<file path="config.mk">
export PLATFORM = sky130hd
export DESIGN_NAME = match_sequencer
export DESIGN_NICKNAME = d
export VERILOG_FILES = /design/src/rtl/match_pkg.sv /design/src/rtl/match_result_fifo.sv /design/src/rtl/match_sequencer.sv
export SDC_FILE = /design/constraint.sdc
export NUM_CORES = 2
export LEC_CHECK = 0
export ABC_AREA = 1
export BUFFER_PORTS_ARGS = -buffer_cell sky130_fd_sc_hd__buf_2
export CAP_MARGIN = 30
export CORE_AREA = 2 2 666 668
export CTS_BUF_LIST = sky130_fd_sc_hd__clkbuf_8
export DETAILED_ROUTE_END_ITERATION = 6
export DIE_AREA = 0 0 668 670
export MAX_ROUTING_LAYER = met4
export SYNTH_ARGS = -nofsm -noshare
export SYNTH_HDL_FRONTEND = slang
export SYNTH_SLANG_ARGS = --single-unit
export TNS_END_PERCENT = 20
</file>
<file path="constraint.sdc">
create_clock -name clk -period 4 [get_ports clk]
set_input_delay 0.8 -clock clk [delete_from_list [all_inputs] [get_ports clk]]
set_output_delay 0.8 -clock clk [all_outputs]
set_load 0.005 [all_outputs]
</file>
<file path="src/rtl/match_pkg.sv">
// rtl/match_pkg.sv - shared constants and FSM encoding for match_sequencer
package match_pkg;

  localparam int BMR_W  = 1536;
  localparam int NOTE_W = 16;
  localparam logic [2*NOTE_W-1:0] TIMEOUT_DATA = 32'hFFFF_FFFF;

  typedef enum logic [2:0] {
    ST_IDLE,
    ST_REQ,
    ST_WAIT,
    ST_START,
    ST_RUN,
    ST_CAPT,
    ST_PUSH,
    ST_DONE
  } state_t;

endpackage

</file>
<file path="src/rtl/match_result_fifo.sv">
// rtl/match_result_fifo.sv - result FIFO with valid/ready pop and a full flag
// A push while full is accepted only when a pop frees the slot in the same cycle.
module match_result_fifo #(
  parameter int WIDTH = 32,
  parameter int DEPTH = 8
) (
  input  logic             clk,
  input  logic             rst_n,
  input  logic             push,
  input  logic [WIDTH-1:0] push_data,
  output logic             valid,
  input  logic             ready,
  output logic [WIDTH-1:0] data,
  output logic             full
);

  localparam int AW = (DEPTH > 1) ? $clog2(DEPTH) : 1;

  logic [WIDTH-1:0] mem [DEPTH];
  logic [AW-1:0]    wr_ptr;
  logic [AW-1:0]    rd_ptr;
  logic [AW:0]      count;
  logic             pop;
  logic             wr_en;

  assign pop   = valid && ready;
  assign wr_en = push && (!full || pop);
  assign valid = (count != '0);
  assign full  = (count == (AW+1)'(DEPTH));
  assign data  = valid ? mem[rd_ptr] : '0;

  always_ff @(posedge clk or negedge rst_n) begin
    if (!rst_n) begin
      wr_ptr <= '0;
      rd_ptr <= '0;
      count  <= '0;
    end else begin
      if (wr_en) wr_ptr <= wr_ptr + AW'(1);
      if (pop)   rd_ptr <= rd_ptr + AW'(1);
      case ({wr_en, pop})
        2'b10:   count <= count + (AW+1)'(1);
        2'b01:   count <= count - (AW+1)'(1);
        default: count <= count;
      endcase
    end
  end

  always_ff @(posedge clk) begin
    if (wr_en) mem[wr_ptr] <= push_data;
  end

endmodule

</file>
<file path="src/rtl/match_sequencer.sv">
// rtl/match_sequencer.sv - fetches region bitmaps, runs the match accelerator, queues {note,length}
// Optional finish watchdog enabled by defining MATCH_TIMEOUT_EN.
module match_sequencer
  import match_pkg::*;
#(
  parameter int ADDR_W      = 16,
  parameter int BEAT_W      = 64,
  parameter int CNT_W       = 8,
  parameter int FIFO_DEPTH  = 8,
  parameter int TIMEOUT_CYC = 64
) (
  input  logic                  clk,
  input  logic                  rst_n,
  input  logic                  cmd_valid,
  output logic                  cmd_ready,
  input  logic [ADDR_W-1:0]     cmd_base,
  input  logic [CNT_W-1:0]      cmd_count,
  output logic                  mem_req,
  output logic [ADDR_W-1:0]     mem_addr,
  input  logic                  mem_rvalid,
  input  logic [BEAT_W-1:0]     mem_rdata,
  output logic [BMR_W-1:0]      acc_bmr,
  output logic                  acc_start,
  input  logic                  acc_finish,
  input  logic [NOTE_W-1:0]     acc_note,
  input  logic [NOTE_W-1:0]     acc_length,
  output logic                  res_valid,
  input  logic                  res_ready,
  output logic [2*NOTE_W-1:0]   res_data,
  output logic                  busy,
  output logic                  done,
  output logic                  err_timeout
);

  localparam int BEATS   = BMR_W / BEAT_W;
  localparam int BEAT_CW = (BEATS > 1) ? $clog2(BEATS) : 1;
  localparam logic [BEAT_CW-1:0] LAST_BEAT = BEAT_CW'(BEATS - 1);

  if ((BMR_W % BEAT_W) != 0 || TIMEOUT_CYC < 1) begin : g_param_check
    $error("match_sequencer: BEAT_W must divide 1536 and TIMEOUT_CYC must be positive");
  end

  state_t               state;
  state_t               state_n;
  logic [ADDR_W-1:0]    base_q;
  logic [CNT_W-1:0]     count_q;
  logic [CNT_W-1:0]     region_q;
  logic [CNT_W-1:0]     region_inc;
  logic [BEAT_CW-1:0]   beat_q;
  logic [2*NOTE_W-1:0]  capt_q;
  logic                 cmd_fire;
  logic                 beat_fire;
  logic                 push_fire;
  logic                 fifo_full;
  logic                 timed_out;

  assign cmd_fire   = cmd_valid && cmd_ready;
  assign beat_fire  = (state == ST_WAIT) && mem_rvalid;
  assign region_inc = region_q + CNT_W'(1);
  // A full FIFO still takes the push when the consumer pops in the same cycle.
  assign push_fire  = (state == ST_PUSH) && (!fifo_full || (res_valid && res_ready));
  assign mem_addr   = base_q + ADDR_W'(32'(region_q) * BEATS) + ADDR_W'(beat_q);

`ifdef MATCH_TIMEOUT_EN
  localparam int TMO_W = $clog2(TIMEOUT_CYC + 1);

  logic [TMO_W-1:0] tmo_cnt;
  logic             err_q;

  assign timed_out   = (state == ST_RUN) && !acc_finish && (tmo_cnt == TMO_W'(TIMEOUT_CYC - 1));
  assign err_timeout = err_q;

  always_ff @(posedge clk or negedge rst_n) begin
    if (!rst_n) begin
      tmo_cnt <= '0;
      err_q   <= 1'b0;
    end else begin
      if (state == ST_START)    tmo_cnt <= '0;
      else if (state == ST_RUN) tmo_cnt <= tmo_cnt + TMO_W'(1);
      if (cmd_fire)       err_q <= 1'b0;
      else if (timed_out) err_q <= 1'b1;
    end
  end
`else
  assign timed_out   = 1'b0;
  assign err_timeout = 1'b0;
`endif

  always_ff @(posedge clk or negedge rst_n) begin
    if (!rst_n) state <= ST_IDLE;
    else        state <= state_n;
  end

  always_comb begin
    state_n   = state;
    cmd_ready = 1'b0;
    mem_req   = 1'b0;
    acc_start = 1'b0;
    done      = 1'b0;
    busy      = 1'b1;
    case (state)
      ST_IDLE: begin
        cmd_ready = 1'b1;
        busy      = 1'b0;
        if (cmd_valid) state_n = (cmd_count == '0) ? ST_DONE : ST_REQ;
      end
      ST_REQ: begin
        mem_req = 1'b1;
        state_n = ST_WAIT;
      end
      ST_WAIT: begin
        if (mem_rvalid) state_n = (beat_q == LAST_BEAT) ? ST_START : ST_REQ;
      end
      ST_START: begin
        acc_start = 1'b1;
        state_n   = ST_RUN;
      end
      ST_RUN: begin
        if (acc_finish)     state_n = ST_CAPT;
        else if (timed_out) state_n = ST_PUSH;
      end
      ST_CAPT: state_n = ST_PUSH;
      ST_PUSH: begin
        if (push_fire) state_n = (region_inc == count_q) ? ST_DONE : ST_REQ;
      end
      ST_DONE: begin
        done    = 1'b1;
        state_n = ST_IDLE;
      end
      default: state_n = ST_IDLE;
    endcase
  end

  always_ff @(posedge clk or negedge rst_n) begin
    if (!rst_n) begin
      base_q   <= '0;
      count_q  <= '0;
      region_q <= '0;
      beat_q   <= '0;
      acc_bmr  <= '0;
      capt_q   <= '0;
    end else begin
      if (cmd_fire) begin
        base_q   <= cmd_base;
        count_q  <= cmd_count;
        region_q <= '0;
        beat_q   <= '0;
      end
      if (beat_fire) begin
        acc_bmr[32'(beat_q)*BEAT_W +: BEAT_W] <= mem_rdata;
        if (beat_q != LAST_BEAT) beat_q <= beat_q + BEAT_CW'(1);
      end
      // The accelerator's length register settles one cycle after finish.
      if (state == ST_CAPT) capt_q <= {acc_note, acc_length};
      if (timed_out)        capt_q <= TIMEOUT_DATA;
      if (push_fire) begin
        region_q <= region_inc;
        beat_q   <= '0;
      end
    end
  end

  match_result_fifo #(
    .WIDTH (2*NOTE_W),
    .DEPTH (FIFO_DEPTH)
  ) u_fifo (
    .clk       (clk),
    .rst_n     (rst_n),
    .push      (push_fire),
    .push_data (capt_q),
    .valid     (res_valid),
    .ready     (res_ready),
    .data      (res_data),
    .full      (fifo_full)
  );

endmodule

</file>
# --- Word-level counts from Yosys, hierarchy flattened ---
# Memories as Yosys holds them, arrays and structs flattened.
# Cells that the tools add are included.
classes:
  mux: 24
  reduce_logical: 13
  eq_ne: 17
  mul: 1
  n_shift: 2
  addsub: 9
ops:
  columns: ["cell", "count"]
  rows:
  - ["$bwmux 1536", 1]
  - ["$shift 64x34->1536 const A", 1]
  - ["$shiftx 64x34->1536", 1]
  - ["$neg 11->34", 1]
  - ["$mux 32", 1]
  - ["$pmux 3 s8", 1]
  - ["$mux 5", 4]
  - ["$mux 3", 6]
  - ["$add 16x13->16", 1]
  - ["$add 16x5->16", 1]
  - ["$mux 8", 2]
  - ["$eq 3x3->1 const B", 4]
  - ["$mul 8x2->10 const B", 1]
  - ["$add 8x1->8 const B", 1]
  - ["$eq 8x8->1", 1]
  - ["$logic_not 8->1", 1]
  - ["$pmux 4 s2", 1]
  - ["$mux 1", 7]
  - ["$add 3x1->3 const B", 2]
  - ["$eq 3x2->1 const B", 2]
  - ["$ne 2x2->1 const B", 3]
  - ["$add 5x1->5 const B", 1]
  - ["$eq 5x5->1 const B", 1]
  - ["$logic_and 1x1->1", 5]
  - ["15 further kinds", 16]
word_totals:
  ramBits: 256
  in_bits: 126
  mem_count: 1
  reg_bits: 1618
  output_inout_bits: 1591
  word_cells: 77
mem_list:
  columns: ["name", "depth", "word_bits", "rd", "rd_ports_with_merged_regs", "write_ports", "line", "source"]
  rows:
  - ["u_fifo.mem", 8, 32, 1, 0, 1, "match_result_fifo.sv:19", "logic [WIDTH-1:0] mem [DEPTH];"]

# --- Logic depth before layout (Yosys ltp) ---
depth:
  depth_word: 7
  depth_mapped: 18
  ltp_nobuf: 16

# --- Modules after synthesis ---
# Synthesis repeated with hierarchy kept, for this count alone.
unflattened:
  cells_unflattened: 8851
  hier_area_um2: 79670.2
by_module_without_submodules:
  columns: ["mod", "instances", "cells_each", "area_each_um2"]
  rows:
  - ["match_sequencer", 1, 7981, 68958.6]
  - ["match_result_fifo", 1, 870, 10711.5]

# --- Worst setup path before layout ---
# Ideal clock, no wire load.
synth_timing:
  kind: "flip-flop to output port"
  from: "reg region_q[1]"
  to: "out mem_addr[15]"
  arrival_ns: 2.889
  path_stages_with_launch: 15
  path_buffers: 0
  slack_ns: 0.311
  path_cell_list: "dfrtp_1 > ha_1 > fa_1 > a21oi_1 > o21ai_0 > a21oi_1 > o21bai_1 > xor2_1 > ha_1 > ha_1 > a21oi_1 > o21ai_0 > a21oi_1 > o21ai_0 > xor2_1"
synth_via:
  elab_chain_len: 3
synth_lines:
  columns: ["item", "line", "source"]
  rows:
  - ["start, declared", "match_sequencer.sv:47", "logic [CNT_W-1:0] region_q;"]
  - ["start signal, assigned", "match_sequencer.sv:157", "region_q <= region_inc;"]
  - ["$mul 8x2->10", "match_sequencer.sv:62", "assign mem_addr = base_q + ADDR_W'(32'(region_q) * BEATS) + ADDR_W'(beat_q);"]
  - ["$add 16x13->16", "match_sequencer.sv:62", null]
  - ["$add 16x5->16", "match_sequencer.sv:62", null]
  - ["end, declared", "match_sequencer.sv:19", "output logic [ADDR_W-1:0] mem_addr,"]
# No other way between the ends.

# --- Worst setup path in the final report ---
layout_timing:
  from: "reg region_q[1]"
  to: "out mem_addr[13]"
# The elaborated chain is that of the path after synthesis.

==> impl_metrics.py <==
metrics = {
    "placed_design": {
        "portBuffers": 1715,
        "routabilityCongestion": 0.936,
        "placedInstanceArea_um2": 100000,
        "place_hpwl_um": 419000,
    },
    "setup_path": {
        "cpPeakStageDelay_ns": 0.39,
        "path_max_fanout": 3,
        "crit_type": "reg -> out",
        "path_cells": "ha_2 -> fa_2 -> a21oi_2 -> o21ai_2 -> a21oi_2 -> o21bai_2 -> buf_4 -> a21o_4 -> ha_4 -> ha_4 -> nand2_2 -> nor2_2 -> nand4_1 -> o2111ai_1 -> xor2_1 -> buf_2",
        "path_delay_family": "adder cells",
        "slowest_stage": "dfrtp_1",
        "required_ns": 3.20,
        "arrival_ns": 4.23,
        "start_kind": "register",
        "critPathCaptureType": "output port",
        "cp_num_buf_inv": 2,
    },
    "global_route": {
        "gr-usage-all-layers": 0.242,
        "antenna_found_initial": 78,
        "grt_pass1_vias": 74700,
        "gr-total-overflow": 0,
        "grt_pass1_wl_um": 711000,
        "grt_max_degree": 129,
    },
    "floorplan": {
        "io_pins": 1717,
        "dieArea_um2": 448000,
        "row_count": 244,
        "start_util": 0.185,
        "die_h_um": 670,
        "die_w_um": 668,
        "core_area_um2": 440000,
    },
    "timing": {
        "hold_viol": 0,
        "fin_ws_ns": -1.03,
        "maxSlewHeadroom": 0.275,
        "setup_viol": 12,
        "hold_ws_ns": 0.162,
        "period_share": 1.26,
        "max_freq_mhz": 199,
        "fin_crit_ns": 5.03,
        "skew_ns": 0.122,
        "rsz0062_at_grt": "true",
        "drv_slew": 0,
        "worst_pin_slew_ns": 1.08,
    },
    "clocking": {
        "clk_latency_ns": 1.08,
        "cts_buffer_depth": 4,
        "cts_root_buf": "clkbuf_8",
        "cts_tree": "built",
        "cts.clk_slew.worst_paths_ns": 0.07,
        "numCtsBuffers": 351,
        "cts_sinks": 1874,
        "htree_levels": 5,
    },
    "synthesis": {
        "synth_cell_types": 41,
        "syn_inst": 9547,
        "syn_nets": 9717,
        "synth_edf_count": 256,
        "async_flop_share": 0.863,
        "syn_avg_cell_area_um2": 8.53,
        "seq_area_frac_synth": 0.592,
        "ys.flop_type": "dfrtp_1",
        "synth-seq-cells": 1874,
        "mappedNetlistArea_um2": 81400,
        "yosys_warnings": 0,
    },
    "pwr": {
        "ir_drop_v": 0.000666,
        "clockPowerShare": 0.308,
        "swShare": 0.435,
        "powerDensity_nw_per_um2": 595,
        "switchingPower_mw": 28.1,
        "p_int_mw": 36.6,
        "p_leak_nw": 52.4,
        "seqPwrFrac": 0.330,
        "pwr-share-comb": 0.362,
    },
    "final_layout": {
        "final_nets": 11600,
        "multi_input_comb_area_um2": 28100,
        "final-seq-area_um2": 48200,
        "nFillCells": 48400,
        "final_area_um2": 109000,
        "final_layout_size_suffix_gt1_frac": 0.248,
        "syn_to_final_growth_pct": 33.6,
    },
    "drt": {
        "detail_route.vias_per_cell": 4.41,
        "wl_per_cell_um": 30.7,
        "vias": 78000,
        "drcViolationCount": 0,
        "drtIter0Drc": 7929,
        "drtAntennaViolNets": 0,
        "drt_wl_total_um": 543000,
        "first_pass_iters": 6,
    },
    "status": {
        "violations": "setup timing",
        "outcome": "complete, but fails checks",
    },
    "worst_hold_path": {
        "hold_class": "in -> reg",
    },
    "flow_run": {
        "drv_cap": 0,
    },
}
[tightest hold or removal path: stages]
cell	delay, ns
buf_2	0.18
nand3_1	0.11
nand2_1	0.05
[final timing paths]
path,start,end,slack (ns),cells after the start
setup / recovery,region_q[1],mem_addr[13],-1.03,16
hold / removal,mem_rdata[2],acc_bmr[2],0.16,3
setup reg to reg,beat_q[0],acc_bmr[190],0.16,12
hold reg to reg,acc_bmr[374],acc_bmr[374],0.47,2
max in group asynchronous,rst_n,acc_bmr[1172],2.38,3
min in group asynchronous,rst_n,acc_bmr[1297],0.33,2
[power by group through the flow]
stage,logic (mW),clock network [mW],registers [mW]
floorplan,9.57,0,21.4
global placement,22.7,0,21.7
detailed placement,22.8,0,21.7
CTS,23.5,20.3,21.4
global route,24.7,21.1,21.5
finish,23.4,19.9,21.4
[sequential cells by signal, summed over array words and instances (netlist names)]
signal	cells
capt_q	32
region_q	8
base_q	16
count_q	8
acc_bmr	1536
u_fifo.rd_ptr	3
beat_q	5
u_fifo.wr_ptr	3
u_fifo.mem	256
state	3
u_fifo.count	4
[Yosys cell counts (3+ instances only)]
cell	number	area, µm²
dfrtp_1	1618	40500
nand3_1	578	2890
nand2_1	2946	11100
a21oi_1	58	290
nor4_1	50	313
o22ai_1	35	219
buf_1	77	289
fa_1	5	100
nand4_1	126	788
ha_1	39	488
edfxtp_1	256	7690
mux2_2	32	360
nor3_2	5	50.1
a21o_1	4	30.0
clkinv_1	3	11.3
inv_1	890	3340
nand3b_1	9	67.6
a31oi_1	34	213
o21ai_1	141	706
inv_2	7	26.3
xor2_1	22	193
or2_2	24	150
clkbuf_1	507	1900
o21ai_0	1178	5900
nor2_1	597	2240
nor3_1	184	921
xnor2_1	4	35.0
buf_2	102	510
[routing by layer]
metal	track usage	wire length, µm	part of all wire
met2	0.380	251000	0.46
met1	0.283	213000	0.39
met3	0.0623	44900	0.083
met4	0.126	34600	0.064
met5	-	0	0
[cell usage in the layout, fill, tap and decap left out, types with 20 or more instances in the layout]
cell type      instances
nand2_4               26
o22ai_1               35
nor4_1                45
clkbuf_8             421
o21ai_1              158
dlygate4sd3_1         80
buf_4                330
ha_1                  21
buf_2               1714
a21oi_1               47
dfrtp_1             1614
nand2_1             2911
xor2_1                20
a31oi_1               24
o21ai_0             1158
buf_12                90
or2_2                 24
nand3_1              574
mux2_2                32
nor2_1               581
nand4_1              126
diode_2               54
nor3_2                41
nor3_1               144
clkinv_2              42
edfxtp_1             256
inv_1                991
[kinds of logic (layout without fill, tap and decap cells)]
logic type	Yosys count	count (layout)	synth area share
adder cells (fa/ha/maj)	44	44	0.00722
buffers and inverters	1587	3780	0.0748
flip-flops	1874	1874	0.592
other	1	55	0.0000461
multiplexers	32	32	0.00443
XOR/XNOR	26	26	0.00280
AND/OR/NAND/NOR	4526	4526	0.228
AO/OA/AOI/OAI	1457	1457	0.0910
[what timing repair did]
| action | in CTS | in global routing |
|---|---|---|
| resized for setup | 91 | 17 |
| hold buffers | 80 | 0 |
| endpoints found under the hold margin | 105 | 0 |
| setup endpoints to repair | 41 | 39 |
| cloned | 0 | 0 |
| pin swaps | 19 | 20 |
| setup buffers | 5 | 2 |
[area by class of cell]
type,count,area share
well taps,5904,0.0679
clock inverters,214,0.0140
clock buffers,421,0.0533
flip-flops and latches,1874,0.443
multi-input cells,6086,0.259
diodes,54,0.00124
repair buffers,2245,0.130
inverters,900,0.0315
[stage by stage]
step                      TNS (ns)  cells  power [mW]  utilization  worst slack, ns
after CTS                    -9.89  17600        65.2        0.247            -1.18
final                        -7.08  17700        64.7        0.247            -1.03
after global routing        -11.75  17700        67.3        0.247            -1.23
after global placement      -0.782  16900        44.4        0.226           -0.235
after floorplan                  0   9547        31.0            -            0.311
after detailed placement    -0.536  16900        44.5        0.227           -0.179
No activity file was read; power rests on OpenSTA's default activity.
